--- src/rtl/mult_div_seq.sv ---
// mult_div_seq: sequential signed multiply/divide, one bit per cycle, with divide-by-zero flag
module mult_div_seq #(
  parameter int WIDTH = 32,
  parameter int CNT_W = 6
) (
  input  logic             clk,
  input  logic             rst,
  input  logic             start,
  input  logic             op,
  input  logic [WIDTH-1:0] a,
  input  logic [WIDTH-1:0] b,
  output logic             busy,
  output logic             done,
  output logic [WIDTH-1:0] hi,
  output logic [WIDTH-1:0] lo,
  output logic             div_zero
);
  typedef enum logic [1:0] {IDLE, CALC, FIX, DONE} state_t;
  state_t             state;
  logic [CNT_W-1:0]   cnt;
  logic               op_q, sa, sb;
  logic [WIDTH-1:0]   mb, abs_a, abs_b, quo, rem;
  logic [2*WIDTH-1:0] acc, prod;
  logic [WIDTH:0]     add_sum, shl, diff;
  logic               accept, dz;
  // acc holds {partial/remainder, multiplier/dividend}; mb is the magnitude added or subtracted each step
  always_comb begin
    abs_a   = a[WIDTH-1] ? -a : a;
    abs_b   = b[WIDTH-1] ? -b : b;
    accept  = start && (state == IDLE || state == DONE);
    dz      = op && b == '0;
    add_sum = {1'b0, acc[2*WIDTH-1:WIDTH]} + (acc[0] ? {1'b0, mb} : '0);
    shl     = acc[2*WIDTH-1:WIDTH-1];
    diff    = shl - {1'b0, mb};
    prod    = (sa ^ sb) ? -acc : acc;
    quo     = (sa ^ sb) ? -acc[WIDTH-1:0] : acc[WIDTH-1:0];
    rem     = sa ? -acc[2*WIDTH-1:WIDTH] : acc[2*WIDTH-1:WIDTH];
  end
  // control FSM with datapath iteration and registered status/result outputs
  always_ff @(posedge clk) begin
    if (!rst) begin
      state    <= IDLE;
      busy     <= 1'b0;
      done     <= 1'b0;
      hi       <= '0;
      lo       <= '0;
      div_zero <= 1'b0;
      cnt      <= '0;
      op_q     <= 1'b0;
      sa       <= 1'b0;
      sb       <= 1'b0;
      mb       <= '0;
      acc      <= '0;
    end else if (accept) begin
      op_q     <= op;
      sa       <= a[WIDTH-1];
      sb       <= b[WIDTH-1];
      mb       <= op ? abs_b : abs_a;
      acc      <= {{WIDTH{1'b0}}, op ? abs_a : abs_b};
      cnt      <= '0;
      div_zero <= dz;
      state    <= dz ? DONE : CALC;
      busy     <= !dz;
      done     <= dz;
    end else if (state == CALC) begin
      acc   <= !op_q ? {add_sum, acc[WIDTH-1:1]} :
               diff[WIDTH] ? {shl[WIDTH-1:0], acc[WIDTH-2:0], 1'b0} :
                             {diff[WIDTH-1:0], acc[WIDTH-2:0], 1'b1};
      cnt   <= cnt + 1'b1;
      state <= (cnt == CNT_W'(WIDTH - 1)) ? FIX : CALC;
    end else if (state == FIX) begin
      hi    <= op_q ? rem : prod[2*WIDTH-1:WIDTH];
      lo    <= op_q ? quo : prod[WIDTH-1:0];
      state <= DONE;
      busy  <= 1'b0;
      done  <= 1'b1;
    end else begin
      state <= IDLE;
      done  <= 1'b0;
    end
  end
endmodule

--- config.mk ---
export PLATFORM = sky130hd
export DESIGN_NAME = mult_div_seq
export DESIGN_NICKNAME = d
export VERILOG_FILES = /design/src/rtl/mult_div_seq.sv
export SDC_FILE = /design/constraint.sdc
export NUM_CORES = 1
export LEC_CHECK = 0
export ABC_AREA = 1
export BUFFER_PORTS_ARGS = -buffer_cell sky130_fd_sc_hd__buf_4
export CAP_MARGIN = 0
export CORE_ASPECT_RATIO = 0.75
export CORE_MARGIN = 2
export CORE_UTILIZATION = 40
export DETAILED_ROUTE_END_ITERATION = 6
export PLACE_DENSITY = 0.63
export SETUP_SLACK_MARGIN = 0.4
export SLEW_MARGIN = 40
export SYNTH_ARGS = -nofsm -noshare
export SYNTH_HDL_FRONTEND = slang
export SYNTH_SLANG_ARGS = --single-unit
--- constraint.sdc ---
create_clock -name clk -period 3.13 [get_ports clk]
set_input_delay 0.939 -clock clk [delete_from_list [all_inputs] [get_ports clk]]
set_output_delay 0.939 -clock clk [all_outputs]
set_load 0.1 [all_outputs]
==> After elaboration in Yosys (flattened, before gate mapping) <==
Cells that the tools add are included.
{ "op_classes": {"n_mux": 25, "bitwise": 4, "shifts": 0, "n_eq_ne": 5, "n_div": 0, "reduce_logical": 11, "n_addsub": 8, "magnitude_cmp": 0, "n_mul": 0} }
{ "op_table": {"columns": ["op", "count"], "rows": [
  ["$mux W32", 11],
  ["$mux W64", 3],
  ["$neg A32 Y32", 4],
  ["$neg A64 Y64", 1],
  ["$add A32 B32 Y33", 1],
  ["$sub A33 B32 Y33", 1],
  ["$logic_not A32 Y1", 1],
  ["$mux W2", 5],
  ["$add A6 B1 Y6 const B", 1],
  ["$eq A6 B5 Y1 const B", 1],
  ["$mux W1", 6],
  ["$eq A2 B2 Y1 const B", 2],
  ["$reduce_bool A2 Y1", 2],
  ["$not A1 Y1", 3],
  ["$reduce_and A3 Y1", 1],
  ["$eq A2 B1 Y1 const B", 1],
  ["$logic_and A1 B1 Y1", 2],
  ["$logic_not A2 Y1", 1],
  ["$ne A2 B2 Y1 const B", 1],
  ["$reduce_and A2 Y1", 1],
  ["$reduce_or A2 Y1", 1],
  ["$logic_not A1 Y1", 1],
  ["$logic_or A1 B1 Y1", 1],
  ["$xor A1 B1 Y1", 1]
]} }
{ "totals": {"rom_bits": 0, "latch_bits": 0, "output_inout_bits": 67, "register_bits": 174, "n_memories": 0, "in_bits": 68, "ramBits": 0} }

==> Depth between registers and ports, before layout <==
Gate-level depths: netlist (run 1).
{ "depth": {"ltp_word": 5, "depth_mapped": 19, "depth_no_buf": 18} }

==> Worst setup path after synthesis (run 1) <==
OpenSTA, ideal clock, no wires.
{ "synth_path": {"kind": "input port to flip-flop", "startpoint": "input port a[0]", "endpoint": "register mb[22]", "setup_time_ns": 0.110, "required_time_ns": 3.020, "path_stages": 12, "arrival_ns": 2.263, "slack_ns": 0.757, "cell_sequence": "inv_1 > ha_1 > nand3_1 > nor2_1 > nand3b_1 > o21ai_1 > o21ai_0 > xor2_1 > nand2_1 > nand3_1 > nand2_1 > inv_1"} }
{ "synth_between": {"elab_chain_len": 3} }
{ "synth_lines": {"columns": ["element", "line_no", "source"], "rows": [
  ["start: declaration", "10", "input logic [WIDTH-1:0] a,"],
  ["$neg A32 Y32", "28", "abs_a = a[WIDTH-1] ? -a : a;"],
  ["$mux W32", "28", null],
  ["$mux W32", "58", "mb <= op ? abs_b : abs_a;"],
  ["end signal: assignment", "58", null],
  ["end: declaration", "22", "logic [WIDTH-1:0] mb, abs_a, abs_b, quo, rem;"]
]} }
No other way between the ends.
A chain may end at the register's enable or synchronous reset.

==> Final worst setup path (run 1) <==
{ "layout_path": {"startpoint": "register acc[0]", "endpoint": "register acc[58]"} }
{ "layout_between": {"elab_chain_len": 3} }
{ "layout_lines": {"columns": ["element", "line_no", "source"], "rows": [
  ["start: declaration", "23", "logic [2*WIDTH-1:0] acc, prod;"],
  ["start signal: assignment", "59", "acc <= {{WIDTH{1'b0}}, op ? abs_a : abs_b};"],
  ["start signal: assignment", "66", "acc <= !op_q ? {add_sum, acc[WIDTH-1:1]} :"],
  ["$mux W32", "32", "add_sum = {1'b0, acc[2*WIDTH-1:WIDTH]} + (acc[0] ? {1'b0, mb} : '0);"],
  ["$add A32 B32 Y33", "32", null],
  ["$mux W64", "66", null]
]} }
No other way between the ends.

==> flow_metrics.tcl, run 1 <==
set metrics [dict create \
    worstSetupPathDepth 13 \
    placement.setup.worst_slack_ps 241 \
    fin_tns_setup_ps 0 \
    reg2reg_slack_ps 510 \
    hold_slack_ps 467 \
    seq_total_area_yosys_pct 19.0 \
    critPathArrivalTime_ps 3020 \
    yosys_register_bits 174 \
    worst_hold_path.num_cells 2 \
    layout.filler_cells 4990 \
    clock-sinks 174 \
    syn_avg_cell_area_um2 5.41 \
    synthFlopType "dfxtp_1" \
    grt_first_pass_wirelength_um 112000 \
    ff2ff_path_depth 13 \
    cts.root.buffer_cell "clkbuf_16" \
    detailedPlacementHpwl_um 58500 \
    synth_cell_type_count 51 \
    cts_tree "built" \
    violations "DRC" \
    critical-path-top-delay-family "compound AO/OA/AOI/OAI gates" \
    power_per_standard_cell_area_mw_per_mm2 999 \
    synthesis.area_mm2 0.0184 \
    grt_setup_unrepaired "no" \
    routedWlPerCell_um 18.0 \
    period_minus_slack_ps 2620 \
    drtAntennaViolNets 0 \
    cp_slowest_stage_delay_ps 370 \
    min_path_type "register to register" \
    post-place-cells 4062 \
    crit_slowest_cell "dfxtp_4" \
    timing.max_cap.violations 0 \
    mappedNetlistNets 3538 \
    layout-drive-gt1-share_pct 9.79 \
    setup.worst_path.class "register to register" \
    critPathBufInv 2 \
    power.ir.vdd_worst_uv 588 \
    globalRoute.totalOverflow 0 \
    layout.cells.non_filler 4099 \
    antenna_found_initial 1 \
    first_iter_violations 2742 \
    worst_pin_slew_ps 845 \
    start_kind "register" \
    drt_drc_violations_left 3 \
    timing.critical_path.to "acc[58]$_SDFFE_PP0P_" \
    cts_inserted_buffers 17 \
    crit_start "acc[0]$_SDFFE_PN0P_" \
    die_x_um 251 \
    cp_cell_sequence "buf_12 -> nand2_1 -> inv_1 -> ha_1 -> a21oi_1 -> nand2_1 -> a21oi_1 -> nor2_1 -> nor2_1 -> a21oi_1 -> nor2_2 -> nor2_1 -> a21oi_1" \
    req_time_crit_path_ps 3530 \
    hold_violations 0 \
    regToRegEndpoint "acc[58]$_SDFFE_PP0P_" \
    final-setup-viol-count 0 \
    largest_clock_skew_in_the_final_design_ps 15.4 \
    syn_inst 3396 \
    final_nets 3642 \
    clock_insertion_delay_worst_skew_ps 480 \
    count_of_hold_buffers_inserted_by_post_cts_repair 0 \
    grt_pass1_vias 19232 \
    r2r_path_start "acc[0]$_SDFFE_PN0P_" \
    end_kind "register" \
    rows 67 \
    globalplace.congestion 1.04 \
    place.port_buffers 134 \
    num_vias 21811 \
    floorplan.initialDensity_pct 40.8 \
    chipHeight_um 190 \
    count_of_pins_over_their_slew_limit 0 \
    status "finished with violations" \
    tritonroute_pass_1_iters 7 \
    die-area_mm2 0.0477 \
    timing.critical_path.mode_cell "a21oi_1" \
    num_antenna_cells 0 \
    global_route.usage.total_pct 30.5 \
    synth_edf_count 0 \
    clock.fmax_mhz 382 \
    clock_tree.buffer_depth 2 \
    synthToLayoutAreaGrowth_pct 14.1 \
    clk_pin_slew_ps 90 \
    detail_route.vias_per_cell 5.32 \
    timing.max_slew.rel_slack_pct 43.6 \
    totalWireLength_um 74000 \
    post_layout_worst_setup_margin_ps 513 \
    grt_max_degree 122 \
    critPathMaxFanout 17 \
    leakagePower_nw 11.6 \
    io_pins 135 \
    cts_max_level 4 \
    ys_warn_count 0 \
    floorplan.core_area_mm2 0.0450 \
    async_reset_ff_share_pct 0 \
    timing.final.crit_share_pct 83.6 \
]
stage by stage:
stage,util [%],power [mW],instance area [µm²]
after global placement,44.7,17.7,20100
final,46.5,20.9,21000
after detailed placement,44.7,17.7,20100
after global routing,46.5,22.4,21000
after CTS,46.2,20.2,20800
after floorplan,-,13.9,18400
cells in the final DEF, fill, tap and decap left out, drive strengths merged, types with 8 or more instances in the layout:
cell type | Yosys | final
nand2 | 1152 | 1156
inv | 609 | 618
nor2 | 367 | 367
nand3 | 272 | 272
buf | 30 | 193
o21ai | 190 | 190
dfxtp | 174 | 174
a21oi | 156 | 156
ha | 72 | 72
xor2 | 69 | 69
o211ai | 46 | 46
nand4 | 41 | 41
nor3 | 41 | 41
clkbuf | 82 | 17
o221ai | 16 | 16
nand3b | 11 | 11
clkinv | 4 | 10
a221oi | 9 | 9
xnor2 | 9 | 9
a31oi | 9 | 9
o21bai | 8 | 8
worst min-delay path by stage:
| stage | start | endpoint |
|---|---|---|
| floorplan | cnt[5]$_SDFFE_PP0P_ | cnt[5]$_SDFFE_PP0P_ |
| global route | done$_SDFFE_PN0P_ | done$_SDFFE_PN0P_ |
| global placement | done$_SDFFE_PN0P_ | done$_SDFFE_PN0P_ |
| detailed placement | done$_SDFFE_PN0P_ | done$_SDFFE_PN0P_ |
| finish | done$_SDFFE_PN0P_ | done$_SDFFE_PN0P_ |
| CTS | done$_SDFFE_PN0P_ | done$_SDFFE_PN0P_ |
cell families (layout without fill, tap and decap cells):
kind of cell / count (synthesis) / after routing / synth area share [%]
compound gates: 447 / 447 / 13.9
xor+xnor: 78 / 78 / 3.72
fa+ha+maj: 74 / 74 / 5.12
buf+inv: 725 / 838 / 15.2
flops: 174 / 174 / 19.0
simple gates: 1898 / 1902 / 43.0
area by class of cell:
type | count | area (µm²) | share of cell area [%]
multi-input combinational | 2501 | 12300 | 58.6
clock inverter | 15 | 218 | 1.04
timing repair buffer | 193 | 1490 | 7.11
sequential | 174 | 3500 | 16.7
clock buffer | 17 | 425 | 2.03
inverter | 613 | 2300 | 11.0
tap | 586 | 733 | 3.50
metal layers:
metal | up-vias | GRT usage [%] | routed length, µm
li1 | 10864 | - | -
met1 | 9721 | 45.2 | 34300
met4 | 0 | 10.2 | 2800
met2 | 1100 | 41.7 | 28200
met5 | - | 0 | 0
met3 | 126 | 8.21 | 8620
repair_timing:
action / 4_1_cts / 5_1_grt
gates cloned: 1 / 3
pin swaps: 1 / 3
gates resized for setup: 1 / 42
setup endpoints to repair: 30 / 34
buffers inserted: 0 / 1
synthesized netlist by cell type, types with 41 or more instances:
library cell | number | area [µm²]
dfxtp_1 | 174 | 3480
o211ai_1 | 46 | 345
ha_1 | 72 | 901
inv_1 | 594 | 2230
a21oi_1 | 145 | 726
nand3_1 | 270 | 1350
nand2_1 | 1120 | 4200
xor2_1 | 69 | 604
nand4_1 | 41 | 257
clkbuf_1 | 82 | 308
o21ai_0 | 177 | 886
nor2_1 | 354 | 1330
state kept, by name, summed over array words and instances, names as in the netlist:
signal and flops:
acc 64, busy 1, cnt 6, div_zero 1, done 1, hi 32
lo 32, mb 32, op_q 1, sa 1, sb 1, state 2
power by group:
part	internal, mW	switching, mW
clock network	1.12	1.23
logic	4.21	10.8
registers	2.79	0.793
tightest hold or removal path: cells and delay by family (launching register included):
kind,cells,cell delay (ps)
AOI/OAI and AO/OA,1,50
DFF,1,320
and+or+nand+nor,1,50
No activity file was read; power rests on OpenSTA's default activity.
==> inputs of run 2 (changes only) <==
==> constraint.sdc (replaced) <==
create_clock -name clk -period 2.6 [get_ports clk]
set_input_delay 0.78 -clock clk [delete_from_list [all_inputs] [get_ports clk]]
set_output_delay 0.78 -clock clk [all_outputs]
set_load 0.1 [all_outputs]
==> run 2 against run 1 <==
The flow still finishes with violations (DRC). Count of clock-buffer cells in the layout unchanged. Via count rose by 9.1%. Sequential power rose by 18%. First-iteration DRC count grew 4.6%. Setup slack lost 350 ps. Cell count up 6.2%. Wire length rose by 16%. Total power increased by 49%. Clock skew rose by 4.7 ps. Cell area increased by 23%. Non-clock buffer count up 257. Highest routed layer unchanged.
==> flow_metrics.tcl, run 2 (synthesis results as in run 1) <==
set metrics [dict create \
    final_cell_mix "976 x nand2_1, 533 x inv_1, 410 x buf_4" \
    largest_clock_skew_in_the_final_design_ps 20.1 \
    worst_hold_path.num_cells 2 \
    regToRegEndpoint "acc[56]$_SDFFE_PP0P_" \
    globalRoute.totalOverflow 0 \
    clock.fmax_mhz 410 \
    tritonroute_pass_1_iters 7 \
    timing.max_cap.violations 0 \
    power.ir.vdd_worst_uv 838 \
    layout.filler_cells 4558 \
    hold_slack_ps 478 \
    final_nets 3898 \
    layout-drive-gt1-share_pct 28.4 \
    violations "DRC" \
    drt_drc_violations_left 3 \
    grt_max_degree 122 \
    critPathMaxFanout 8 \
    clock-sinks 174 \
    totalWireLength_um 85800 \
    clock_insertion_delay_worst_skew_ps 490 \
    rows 67 \
    r2r_path_start "acc[0]$_SDFFE_PN0P_" \
    grt_first_pass_wirelength_um 127000 \
    multi_input_area_mm2 0.0147 \
    place.port_buffers 134 \
    end_kind "register" \
    period_minus_slack_ps 2440 \
    floorplan.initialDensity_pct 40.8 \
    detailedPlacementHpwl_um 64400 \
    reg2reg_slack_ps 160 \
    ff2ff_path_depth 16 \
    grt_pass1_vias 21338 \
    num_vias 23792 \
    largest_register_ff_count 64 \
    cts_max_level 4 \
    worst_pin_slew_ps 710 \
    leakagePower_nw 13.6 \
    io_pins 135 \
    count_of_hold_buffers_inserted_by_post_cts_repair 0 \
    req_time_crit_path_ps 3010 \
    floorplan.core_area_mm2 0.0450 \
    synthToLayoutAreaGrowth_pct 39.9 \
    final-setup-viol-count 0 \
    timing.max_slew.rel_slack_pct 52.6 \
    cp_cell_sequence "buf_12 -> buf_16 -> nand2_2 -> inv_2 -> ha_4 -> buf_6 -> nand2_1 -> nor2_2 -> nand3_1 -> nand4_1 -> nand2_1 -> nand3_1 -> nand3_2 -> nand2_2 -> inv_1 -> a21oi_2" \
    cts.root.buffer_cell "clkbuf_16" \
    antenna_found_initial 1 \
    die-area_mm2 0.0477 \
    timing.final.crit_share_pct 93.8 \
    largest_register "acc" \
    critPathArrivalTime_ps 2850 \
    drtAntennaViolNets 0 \
    power_per_standard_cell_area_mw_per_mm2 1220 \
    grt_setup_unrepaired "yes" \
    start_kind "register" \
    detail_route.vias_per_cell 5.46 \
    globalplace.congestion 1.04 \
    setup.worst_path.class "register to register" \
    final_common_cell "nand2_1" \
    sequential_cell_area_mm2 0.00355 \
    status "finished with violations" \
    routedWlPerCell_um 19.7 \
    cts_inserted_buffers 17 \
    min_path_type "register to register" \
    count_of_pins_over_their_slew_limit 0 \
    post_layout_worst_setup_margin_ps 160 \
    global_route.usage.total_pct 34.6 \
    first_iter_violations 2867 \
    crit_slowest_cell "dfxtp_4" \
    cts_tree "built" \
    worstHoldEndpoint "done$_SDFFE_PN0P_" \
    clock_tree.buffer_depth 2 \
    chipHeight_um 190 \
    num_antenna_cells 0 \
    die_x_um 251 \
    hold_violations 0 \
    placement.setup.worst_slack_ps -35.8 \
    hold_crit_start "done$_SDFFE_PN0P_" \
    clk_pin_slew_ps 80 \
    cp_slowest_stage_delay_ps 390 \
]
## run 2: how the worst max path moves through the flow
stage          cells past startpoint                start              endpoint  slack [ps]
6_report                          16  acc[0]$_SDFFE_PN0P_  acc[56]$_SDFFE_PP0P_         160
2_1_floorplan                     18  acc[0]$_SDFFE_PN0P_  acc[63]$_SDFFE_PP0P_         390
3_3_place_gp                      14  mb[16]$_SDFFE_PN0P_  acc[41]$_SDFFE_PP0P_         -40
4_1_cts                           16  acc[0]$_SDFFE_PN0P_  acc[58]$_SDFFE_PP0P_         270
5_1_grt                           16  acc[0]$_SDFFE_PN0P_  acc[56]$_SDFFE_PP0P_          90
3_5_place_dp                      14  mb[16]$_SDFFE_PN0P_  acc[42]$_SDFFE_PP0P_         -40
## run 2: report_power, final
| part | internal (mW) | switching [mW] | leakage (nW) |
|---|---|---|---|
| registers | 3.38 | 0.838 | 1.44 |
| logic | 8.21 | 16.1 | 11.9 |
| clock network | 1.31 | 1.46 | 0.294 |
| total | 12.9 | 18.4 | 13.6 |
## run 2: metal layers
metal | global-route usage (%) | routed length [µm]
met4 | 13.6 | 3840
met1 | 49.7 | 37500
met3 | 6.85 | 9760
met2 | 50.3 | 34600
met5 | 0 | 0
## run 2: what timing repair did
| action | 4_1_cts | 5_1_grt |
|---|---|---|
| cloned | 6 | 2 |
| gates resized for setup | 369 | 338 |
| pin swaps | 98 | 142 |
| setup endpoints to repair | 54 | 98 |
| buffers inserted | 44 | 38 |
## run 2: layout make-up
cell class,count,area share (%)
Inverter,613,9.19
Clock inverter,15,0.745
Timing Repair Buffer,450,14.6
Clock buffer,17,1.66
Tap cell,586,2.85
Multi-Input combinational cell,2500,57.2
Sequential cell,174,13.8
## run 2: critical path: cells and delay by family, from the launching register on
kind / cells / cell delay (ps)
fa+ha+maj: 1 / 330
buf+inv: 5 / 550
simple gates: 9 / 960
compound gates: 1 / 120
flops: 1 / 390
## run 2: stage by stage
stage | area, µm² | power, mW | utilization (%) | std cells | setup TNS [ps]
finish | 25700 | 31.3 | 57.1 | 4355 | 0
CTS | 24100 | 28.8 | 53.6 | 4315 | 0
global placement | 21500 | 23.5 | 47.8 | 4233 | -195
floorplan | 18400 | 16.8 | - | 3396 | 0
global route | 25700 | 33.0 | 57.1 | 4355 | 0
detailed placement | 21500 | 23.4 | 47.8 | 4233 | -120
